$ cat src/rtl/fpga_test_scheduler.sv
// Runs a bank of program-runner instances one at a time, with a per-test cycle timeout,
// and collects pass/timeout masks plus an aggregate verdict.
//
// state  | meaning
// IDLE   | waiting for start
// LAUNCH | raise run[current]; finished ignored (may be stale)
// WAIT   | hold run, wait for finished[current] or timeout
// RECORD | fold the latched outcome into masks/count
// GAP    | run low for one cycle, advance to next test
// DONE   | results held, start restarts the batch
module fpga_test_scheduler #(
    parameter int NTests        = 4,
    parameter int TimeoutCycles = 1024
) (
    input  logic                        clock,
    input  logic                        reset,
    input  logic                        start,
    output logic [NTests-1:0]           run,
    input  logic [NTests-1:0]           finished,
    input  logic [NTests-1:0]           success,
    output logic                        busy,
    output logic                        done,
    output logic                        allPassed,
    output logic [NTests-1:0]           passMask,
    output logic [NTests-1:0]           timeoutMask,
    output logic [$clog2(NTests+1)-1:0] passCount,
    output logic [((NTests > 1) ? $clog2(NTests) : 1)-1:0] current
);

    localparam int CW = (NTests > 1) ? $clog2(NTests) : 1;
    localparam int PW = $clog2(NTests + 1);
    localparam int TW = $clog2(TimeoutCycles);

    typedef enum logic [2:0] {
        S_IDLE, S_LAUNCH, S_WAIT, S_RECORD, S_GAP, S_DONE
    } state_t;

    state_t state, state_nxt;

    logic [TW-1:0]     timer;
    logic              out_pass;
    logic              out_timeout;
    logic [NTests-1:0] cur_bit;
    logic              fin_cur;
    logic              suc_cur;
    logic              timer_last;
    logic              last_test;

    assign fin_cur    = finished[current];
    assign suc_cur    = success[current];
    assign timer_last = (timer == TW'(TimeoutCycles - 1));
    assign last_test  = (current == CW'(NTests - 1));

    always_comb begin
        cur_bit          = '0;
        cur_bit[current] = 1'b1;
    end

    always_ff @(posedge clock or posedge reset) begin
        if (reset) state <= S_IDLE;
        else       state <= state_nxt;
    end

    always_comb begin
        state_nxt = state;
        case (state)
            S_IDLE:   if (start) state_nxt = S_LAUNCH;
            S_LAUNCH: state_nxt = S_WAIT;
            S_WAIT:   if (fin_cur || timer_last) state_nxt = S_RECORD;
            S_RECORD: state_nxt = last_test ? S_DONE : S_GAP;
            S_GAP:    state_nxt = S_LAUNCH;
            S_DONE:   if (start) state_nxt = S_LAUNCH;
            default:  state_nxt = S_IDLE;
        endcase
    end

    always_comb begin
        run  = '0;
        busy = 1'b0;
        done = 1'b0;
        case (state)
            S_LAUNCH, S_WAIT: begin
                run  = cur_bit;
                busy = 1'b1;
            end
            S_RECORD, S_GAP: busy = 1'b1;
            S_DONE:          done = 1'b1;
            default: ;
        endcase
    end

    // Outcome is latched on WAIT exit and applied in RECORD so results appear one cycle later.
    always_ff @(posedge clock or posedge reset) begin
        if (reset) begin
            timer       <= '0;
            current     <= '0;
            out_pass    <= 1'b0;
            out_timeout <= 1'b0;
            passMask    <= '0;
            timeoutMask <= '0;
            passCount   <= '0;
            allPassed   <= 1'b0;
        end else begin
            case (state)
                S_IDLE, S_DONE: begin
                    if (start) begin
                        current     <= '0;
                        passMask    <= '0;
                        timeoutMask <= '0;
                        passCount   <= '0;
                        allPassed   <= 1'b0;
                    end
                end
                S_LAUNCH: timer <= '0;
                S_WAIT: begin
                    out_pass    <= fin_cur && suc_cur;
                    out_timeout <= !fin_cur;
                    if (!fin_cur && !timer_last) timer <= timer + TW'(1);
                end
                S_RECORD: begin
                    if (out_pass) begin
                        passMask[current] <= 1'b1;
                        passCount         <= passCount + PW'(1);
                    end
                    if (out_timeout) timeoutMask[current] <= 1'b1;
                    if (last_test) allPassed <= &(passMask | (out_pass ? cur_bit : '0));
                end
                S_GAP: current <= current + CW'(1);
                default: ;
            endcase
        end
    end

endmodule
$ cat config.mk
export PLATFORM = sky130hd
export DESIGN_NAME = fpga_test_scheduler
export DESIGN_NICKNAME = d
export VERILOG_FILES = /design/src/rtl/fpga_test_scheduler.sv
export SDC_FILE = /design/constraint.sdc
export NUM_CORES = 1
export LEC_CHECK = 0
export ABC_CLOCK_PERIOD_IN_PS = 4150
export BUFFER_PORTS_ARGS = -buffer_cell sky130_fd_sc_hd__buf_2
export CAP_MARGIN = 20
export CORE_UTILIZATION = 61
export CTS_BUF_LIST = sky130_fd_sc_hd__clkbuf_8
export DETAILED_ROUTE_END_ITERATION = 10
export PLACE_DENSITY = 0.87
export REMOVE_ABC_BUFFERS = 1
export SYNTH_ARGS = -nofsm -noshare
export SYNTH_HDL_FRONTEND = slang
export SYNTH_SLANG_ARGS = --single-unit
$ cat constraint.sdc
create_clock -name clock -period 4.15 [get_ports clock]
set_input_delay 0.6225 -clock clock [delete_from_list [all_inputs] [get_ports clock]]
set_output_delay 0.6225 -clock clock [all_outputs]
set_load 0.005 [all_outputs]
# After elaboration in Yosys (flattened, before gate mapping)
# Index checks and enable logic that the tools add are counted.
# Widths: inputs -> output; s select.
# totals
register_bits	29
latch_bits	0
ramBits	0
mem_bits_ro	0
input_bits	11
n_memories	0
# op_classes
addsub	3
n_mul	0
div_mod_pow	0
order_cmp	2
n_eq_ne	13
shift	0
n_mux	29
bitwise_logic	3
n_reduce_logical	20
# op_table
cell	count
$mux 4	5
$pmux 10 s2	1
$pmux 4 s2	2
$pmux 3 s5	1
$mux 3	4
$or 4x4->4	3
$add 10x1->10 const B	1
$eq 10x10->1 const B	1
$mux 10	1
$ne 2x2->1 const B	5
$reduce_and 3->1	3
$mux 1	8
$eq 3x2->1 const B	2
$eq 3x3->1 const B	2
$pmux 3 s2	1
$reduce_and 2->1	3
$reduce_bool 2->1	3
$bmux 1 s2	2
$pmux 2 s2	1
$reduce_and 4->1	1
$reduce_or 2->1	2
$reduce_or 4->1	1
$add 3x1->3 const B	1
$eq 3x1->1 const B	1
12 further kinds	15

# Longest topological paths before layout
# Gate-level depths: netlist of run 1.
# logic_depth
depth_word	9
ltp_mapped	6

# Worst setup path before layout of run 1
# No wires, ideal clock.
# synth_timing
kind	in2reg
startpoint	input port finished[3]
endpoint	register timer[4]
setup_ns	0.125
arrival_ns	1.740
t_required_ns	4.025
path_slack_ns	2.285
path_stages	4
path_cell_list	mux4_2 a311oi_4 nand4_1 mux2i_1
# synth_via
elab_chain_len	6
# synth_rtl
element	line_no	text
start, declared	19	input logic [NTests-1:0] finished,
$bmux 1 s2	49	assign fin_cur = finished[current];
$mux 1 (implied by the code)	49	
$logic_not 1->1	118	if (!fin_cur && !timer_last) timer <= timer + TW'(1);
$logic_and 1x1->1	118	
$ne 2x2->1 (no source line)	--	
$reduce_and 2->1 (no source line)	--	
end signal, assigned	118	
end, declared	40	logic [TW-1:0] timer;
# Every way passes these cells. The select of a mux whose other input is x is not followed.
# A chain may end at the register's enable or synchronous reset.

# Worst setup path after layout of run 1
# layout_timing
startpoint	register state[0]
endpoint	output port run[1]
# layout_via
elab_chain_len	3
word_cells_on_any_way	4
# layout_rtl
element	line_no	text
start, declared	38	state_t state, state_nxt;
start signal, assigned	61	else state <= state_nxt;
$eq 3x2->1 or $eq 3x1->1 (tied branches)	81	case (state)
$reduce_or 2->1 (*)	--	
$mux 4 (*)	81	
end, declared	18	output logic [NTests-1:0] run,
# Mark *: on every way between the ends. The rest lies on a longest branch, timed or not.

==> results.sh, run 1 <==
export IMPL_cp_buffers_inverters=1
export IMPL_cp_top_family="flip-flops"
export IMPL_synth_compound_area_share_pct=14.5
export IMPL_synth_avg_cell_area_um2=9.77
export IMPL_cpMaxStageDelayCell="dfrtp_1"
export IMPL_clock_path_buffers=2
export IMPL_fin_crit_sh_pct=52.6
export IMPL_post_route_util_pct=76.7
export IMPL_grt_max_degree=30
export IMPL_cts_clk_slew_worst_paths_ns=0.07
export IMPL_dpl_cell_count=221
export IMPL_p_per_area_nw_per_um2=615
export IMPL_drive_above_1_share_pct=23.0
export IMPL_cts_tree="built"
export IMPL_synth_simple_gate_area_share_pct=19.4
export IMPL_status="complete, no violations"
export IMPL_die_w_um=53.6
export IMPL_cts_buffers_inserted=5
export IMPL_firstDrtPassIters=4
export IMPL_p_leak_nw=0.995
export IMPL_synthArstFlopShare_pct=100
export IMPL_core_area_um2=2500
export IMPL_p_sw_share_pct=39.5
export IMPL_netlist_area_um2=1620
export IMPL_die_h_um=53.6
export IMPL_ys_types=39
export IMPL_die_area_um2=2870
export IMPL_worstPathArrival_ns=1.56
export IMPL_ys_seq_elements=29
export IMPL_crit_path_start_kind="flip-flop"
export IMPL_final_antenna_net_count=0
export IMPL_dr_first_iter_drc_count=23
export IMPL_rsz0062_at_grt="false"
export IMPL_nets=216
export IMPL_pin_count=31
export IMPL_num_antenna_cells=0
export IMPL_clkLatencyLatePin_ns=0.28
export IMPL_worst_slew_pin_slew_ns=0.969
export IMPL_synthAdderAreaFrac_pct=4.63
export IMPL_criticalPathCategory="flip-flop to output port"
export IMPL_synth_top_family_by_area="simple AND/OR/NAND/NOR gates"
export IMPL_ys_seq_area_share_pct=44.8
export IMPL_cts_resized=0
export IMPL_yosys_top_cells_count="dfrtp_1 (29), nand2_1 (19), inv_1 (14)"
export IMPL_final_min_clock_period_ns=2.18
export IMPL_yosysMostFrequentCell="dfrtp_1"
export IMPL_via_per_inst=5.81
export IMPL_yosys_area_top_type="dfrtp_1"
export IMPL_io_buffers=30
export IMPL_setup_tns_final_ns=0
export IMPL_routabilityCongestion=0.782
export IMPL_slew_headroom_pct=34.9
export IMPL_grt_overflow_total=0
export IMPL_crit_path_start="state[0]"
export IMPL_post_cts_buffers=0
export IMPL_post_drt_wl_per_cell_um=15.0
export IMPL_path_max_fanout=18
export IMPL_synth_ff_type="dfrtp_1"
export IMPL_drv_cap=0
export IMPL_final_max_slew_viol_count=0
export IMPL_grt_total_usage_pct=28.7
export IMPL_grt_pass1_wl_um=5670
export IMPL_cts_htree_levels=2
export IMPL_antenna_found_initial=0
export IMPL_power_switching_mw=0.467
export IMPL_skew_ns=0.00985
export IMPL_power_frac_seq_pct=39.9
export IMPL_final_setup_viol_count=0
export IMPL_synth_top_area_share_pct=44.8
export IMPL_p_comb_share_pct=38.1
export IMPL_reg2regPathDepth=4
export IMPL_start_util_pct=64.9
export IMPL_reg2reg_slack_ns=2.17
export IMPL_rr_startpoint="state[0]"
export IMPL_syn_inst=166
export IMPL_syn_to_final_growth_pct=18.3
export IMPL_routed_wirelength_um=3450
export IMPL_synth_edf_count=0
export IMPL_fin_cells=230
export IMPL_synth_mux_area_share_pct=10.6
export IMPL_end_kind="output port"
export IMPL_fmax_mhz=458
export IMPL_cpPeakStageDelay_ns=0.68
export IMPL_dr_total_vias=1336
export IMPL_r2r_end="passCount[1]"
export IMPL_post_dp_hpwl_um=2410
export IMPL_required_ns=3.53
export IMPL_finalHoldViolCount=0
export IMPL_rows=18
export IMPL_max_vdd_ir_drop_mv=0.491
export IMPL_min_path_type="input port to asynchronous set/reset pin"
export IMPL_clock_sinks=29
export IMPL_root_buffer="clkbuf_8"
export IMPL_first_global_vias=1269
export IMPL_path_cells="xnor2_1, nor2_1, and2_1, buf_2"
export IMPL_pwr_share_clk_pct=22.0
export IMPL_intPower_mw=0.714
export IMPL_drc=0
export IMPL_cts_hold_buf=0
export IMPL_yosysWarnings=0
export IMPL_netlist_top_cells_area="dfrtp_1 (45%), mux2i_1 (6.2%), ha_1 (4.6%), nand2_1 (4.4%), o21ai_0 (4.0%)"
export IMPL_nFillCells=170
export IMPL_synth_xor_xnor_area_share_pct=1.62
-- power by group through the flow --
stage               combinational, mW  clock, mW  sequential (mW)
floorplan                       0.305          0            0.452
global route                    0.514      0.275            0.489
finish                          0.450      0.260            0.471
CTS                             0.448      0.263            0.469
detailed placement              0.445          0            0.474
global placement                0.422          0            0.466
-- layout make-up --
type | count | area [um^2] | area share, %
multi-input cells | 118 | 823 | 42.9
flip-flops and latches | 29 | 726 | 37.8
repair buffers | 31 | 178 | 9.26
clock buffers | 7 | 96.3 | 5.02
inverters | 14 | 52.6 | 2.74
well taps | 30 | 37.5 | 1.96
clock inverters | 1 | 5.00 | 0.261
-- flip-flops by register name, summed over array words and instances (netlist names) --
register,flops
timer,10
allPassed,1
state,3
timeoutMask,4
out_pass,1
passCount,3
out_timeout,1
current,2
passMask,4
-- cell families after synthesis --
logic type / Yosys count
flops: 29
xor+xnor: 3
mux: 14
buf+inv: 19
simple gates: 59
fa+ha+maj: 6
compound gates: 36
-- stage by stage --
step | area, um^2 | hold slack, ns | setup WS [ns] | total power [mW]
6_report | 1920 | 0.320 | 1.97 | 1.18
5_1_grt | 1920 | 0.344 | 1.85 | 1.28
4_1_cts | 1890 | 0.487 | 1.97 | 1.18
3_5_place_dp | 1790 | 0.477 | 2.04 | 0.919
3_3_place_gp | 1790 | 0.453 | 2.09 | 0.888
2_1_floorplan | 1600 | 0.438 | 2.28 | 0.757
-- worst max path at each step --
stage | end | cells past startpoint
after floorplan | timer[4] | 4
after global placement | passCount[1] | 5
after detailed placement | timer[4] | 5
after CTS | run[1] | 4
after global routing | run[3] | 4
final | run[1] | 4
-- layout by cell type, fill, tap and decap left out, types with 2 or more instances in the layout --
master / n
a21o_1: 2
a21oi_1: 12
and2_1: 8
and4_1: 2
buf_2: 30
clkbuf_8: 7
dfrtp_1: 29
ha_1: 6
inv_1: 14
mux2_2: 2
mux2i_1: 10
nand2_1: 19
nand2b_1: 2
nand3_1: 4
nand4_1: 4
nor2_1: 9
nor3_1: 3
o21ai_0: 13
o31ai_1: 2
xnor2_1: 2
-- worst register-to-register path: cells and delay by family, from the launching register on --
family / cells / cell delay [ns]
simple gates: 2 / 0.66
compound gates: 1 / 0.36
flops: 1 / 0.57
mux: 1 / 0.28
-- layer usage --
layer	vias up	track usage, %	routed length (um)
li1	650	-	-
met4	0	13.2	63
met5	-	0	0
met2	33	49.8	1810
met3	6	9.32	118
met1	647	31.8	1470
Power figures use the tool's default switching activity.
==> run 2, diff against run 1 <==
--- a/config.mk
+++ b/config.mk
@@ -5,13 +5,13 @@
 export SDC_FILE = /design/constraint.sdc
 export NUM_CORES = 1
 export LEC_CHECK = 0
-export ABC_CLOCK_PERIOD_IN_PS = 4150
+export ABC_CLOCK_PERIOD_IN_PS = 1700
 export BUFFER_PORTS_ARGS = -buffer_cell sky130_fd_sc_hd__buf_2
 export CAP_MARGIN = 20
-export CORE_UTILIZATION = 61
+export CORE_UTILIZATION = 51
 export CTS_BUF_LIST = sky130_fd_sc_hd__clkbuf_8
 export DETAILED_ROUTE_END_ITERATION = 10
-export PLACE_DENSITY = 0.87
+export PLACE_DENSITY = 0.77
 export REMOVE_ABC_BUFFERS = 1
 export SYNTH_ARGS = -nofsm -noshare
 export SYNTH_HDL_FRONTEND = slang
==> constraint.sdc (replaced) <==
create_clock -name clock -period 1.7 [get_ports clock]
set_input_delay 0.255 -clock clock [delete_from_list [all_inputs] [get_ports clock]]
set_output_delay 0.255 -clock clock [all_outputs]
set_load 0.005 [all_outputs]
==> results.sh, run 2 (synthesis gave the netlist of run 1 again) <==
export IMPL_status="finished, violations left"
export IMPL_violations="setup timing"
export IMPL_grt_max_degree=30
export IMPL_first_global_vias=1362
export IMPL_post_dp_hpwl_um=2680
export IMPL_grt_total_usage_pct=23.9
export IMPL_largest_reg_flops=10
export IMPL_antenna_found_initial=0
export IMPL_rsz0062_at_grt="true"
export IMPL_totalPowerFinal_mw=3.31
export IMPL_clock_path_buffers=2
export IMPL_drive_above_1_share_pct=32.6
export IMPL_dpl_worst_slack_ns=-0.0546
export IMPL_nFillCells=219
export IMPL_seqCellArea_um2=726
export IMPL_pin_count=31
export IMPL_dr_first_iter_drc_count=58
export IMPL_num_antenna_cells=0
export IMPL_die_w_um=58.4
export IMPL_p_leak_nw=1.07
export IMPL_routed_wirelength_um=3660
export IMPL_start_util_pct=53.6
export IMPL_path_max_fanout=5
export IMPL_worst_slew_pin_slew_ns=0.394
export IMPL_top_regs="timer x10, passMask x4, timeoutMask x4"
export IMPL_rows=20
export IMPL_rr_startpoint="current[0]"
export IMPL_r2r_end="timer[0]"
export IMPL_final_min_clock_period_ns=1.73
export IMPL_firstDrtPassIters=4
export IMPL_crit_path_start_kind="flip-flop"
export IMPL_required_ns=1.89
export IMPL_finalHoldViolCount=0
export IMPL_final_max_slew_viol_count=0
export IMPL_end_kind="flip-flop"
export IMPL_fmax_mhz=578
export IMPL_io_buffers=30
export IMPL_core_area_um2=3030
export IMPL_reg2regPathDepth=4
export IMPL_via_per_inst=5.30
export IMPL_cts_clk_slew_worst_paths_ns=0.06
export IMPL_root_buffer="clkbuf_8"
export IMPL_drc=0
export IMPL_final_antenna_net_count=0
export IMPL_fin_crit_sh_pct=102
export IMPL_worstPathArrival_ns=1.93
export IMPL_die_h_um=58.4
export IMPL_multi_input_area_um2=891
export IMPL_syn_to_final_growth_pct=30.2
export IMPL_cts_buffers_inserted=5
export IMPL_final_cell_mix="buf_2 (30), dfrtp_1 (29), nand2_1 (19)"
export IMPL_criticalPathCategory="flip-flop to flip-flop"
export IMPL_cts_hold_buf=0
export IMPL_slew_headroom_pct=73.7
export IMPL_die_area_um2=3410
export IMPL_final_common_cell="buf_2"
export IMPL_clock_sinks=29
export IMPL_dr_total_vias=1373
export IMPL_grt_overflow_total=0
export IMPL_post_drt_wl_per_cell_um=14.1
export IMPL_grt_pass1_wl_um=6040
export IMPL_final_setup_viol_count=5
export IMPL_cts_tree="built"
export IMPL_p_per_area_nw_per_um2=1570
export IMPL_clkLatencyLatePin_ns=0.28
export IMPL_cts_htree_levels=2
export IMPL_drv_cap=0
export IMPL_nets=231
export IMPL_max_vdd_ir_drop_mv=0.733
export IMPL_reg2reg_slack_ns=-0.03
export IMPL_setup_ws_ns=-0.0316
export IMPL_routabilityCongestion=0.812
export IMPL_regMostFlops="timer"
export IMPL_min_path_type="input port to asynchronous set/reset pin"
export IMPL_skew_ns=0.00769
==> run 2: cell types whose count changed in the layout (fill, tap and decap cells not counted), sizes merged <==
cell	previous run	this run
buf	31	46
==> run 2: per-stage QoR <==
step	hold slack (ns)	utilization (%)	setup TNS (ns)	instance area, um^2	std cells
after CTS	0.0348	67.6	-0.0960	2050	258
final	0.0280	69.7	-0.0950	2110	259
after detailed placement	0.341	62.9	-0.0916	1900	248
after floorplan	0.333	-	-0.290	1600	161
after global routing	0.0640	69.7	-1.05	2110	259
after global placement	0.338	62.9	0	1900	248
==> run 2: repair_timing <==
item / 4_1_cts / 5_1_grt
resized for setup: 5 / 12
endpoints found under the setup margin: 8 / 21
pin swaps: 2 / 3
setup buffers: 2 / 1
==> run 2: final cells by class <==
class,instances,share of cell area [%]
Clock buffer,7,4.56
Sequential cell,29,34.4
Tap cell,44,2.61
Timing Repair Buffer,46,13.5
Clock inverter,1,0.237
Multi-Input combinational cell,118,42.2
Inverter,14,2.49
==> run 2: per-layer routing <==
metal / part of all wire, % / global-route usage (%) / wire, um
met1: 42 / 25.8 / 1520
met2: 53 / 43.8 / 1950
met3: 2.9 / 5.05 / 106
met4: 2.3 / 12.6 / 85
met5: 0 / 0 / 0
==> run 2: how the worst max path moves through the flow <==
stage	slack, ns	from	depth (start not counted)	end
after floorplan	-0.08	current[0]	4	timer[4]
after global placement	0.03	current[0]	4	timer[8]
after detailed placement	-0.05	current[0]	4	timer[8]
after CTS	-0.06	current[0]	4	timer[0]
after global routing	-0.14	current[0]	4	timer[0]
final	-0.03	current[0]	4	timer[0]
==> run 2: critical path, cell delays in order (launching register included) <==
cell and delay, ns:
dfrtp_1 0.37, mux4_2 0.61, a311oi_4 0.31, buf_6 0.16, mux2i_1 0.19
==> run 2: report_power, final <==
| group | switching, mW | internal (mW) |
|---|---|---|
| clock | 0.256 | 0.365 |
| combinational | 0.859 | 0.803 |
| sequential | 0.156 | 0.870 |
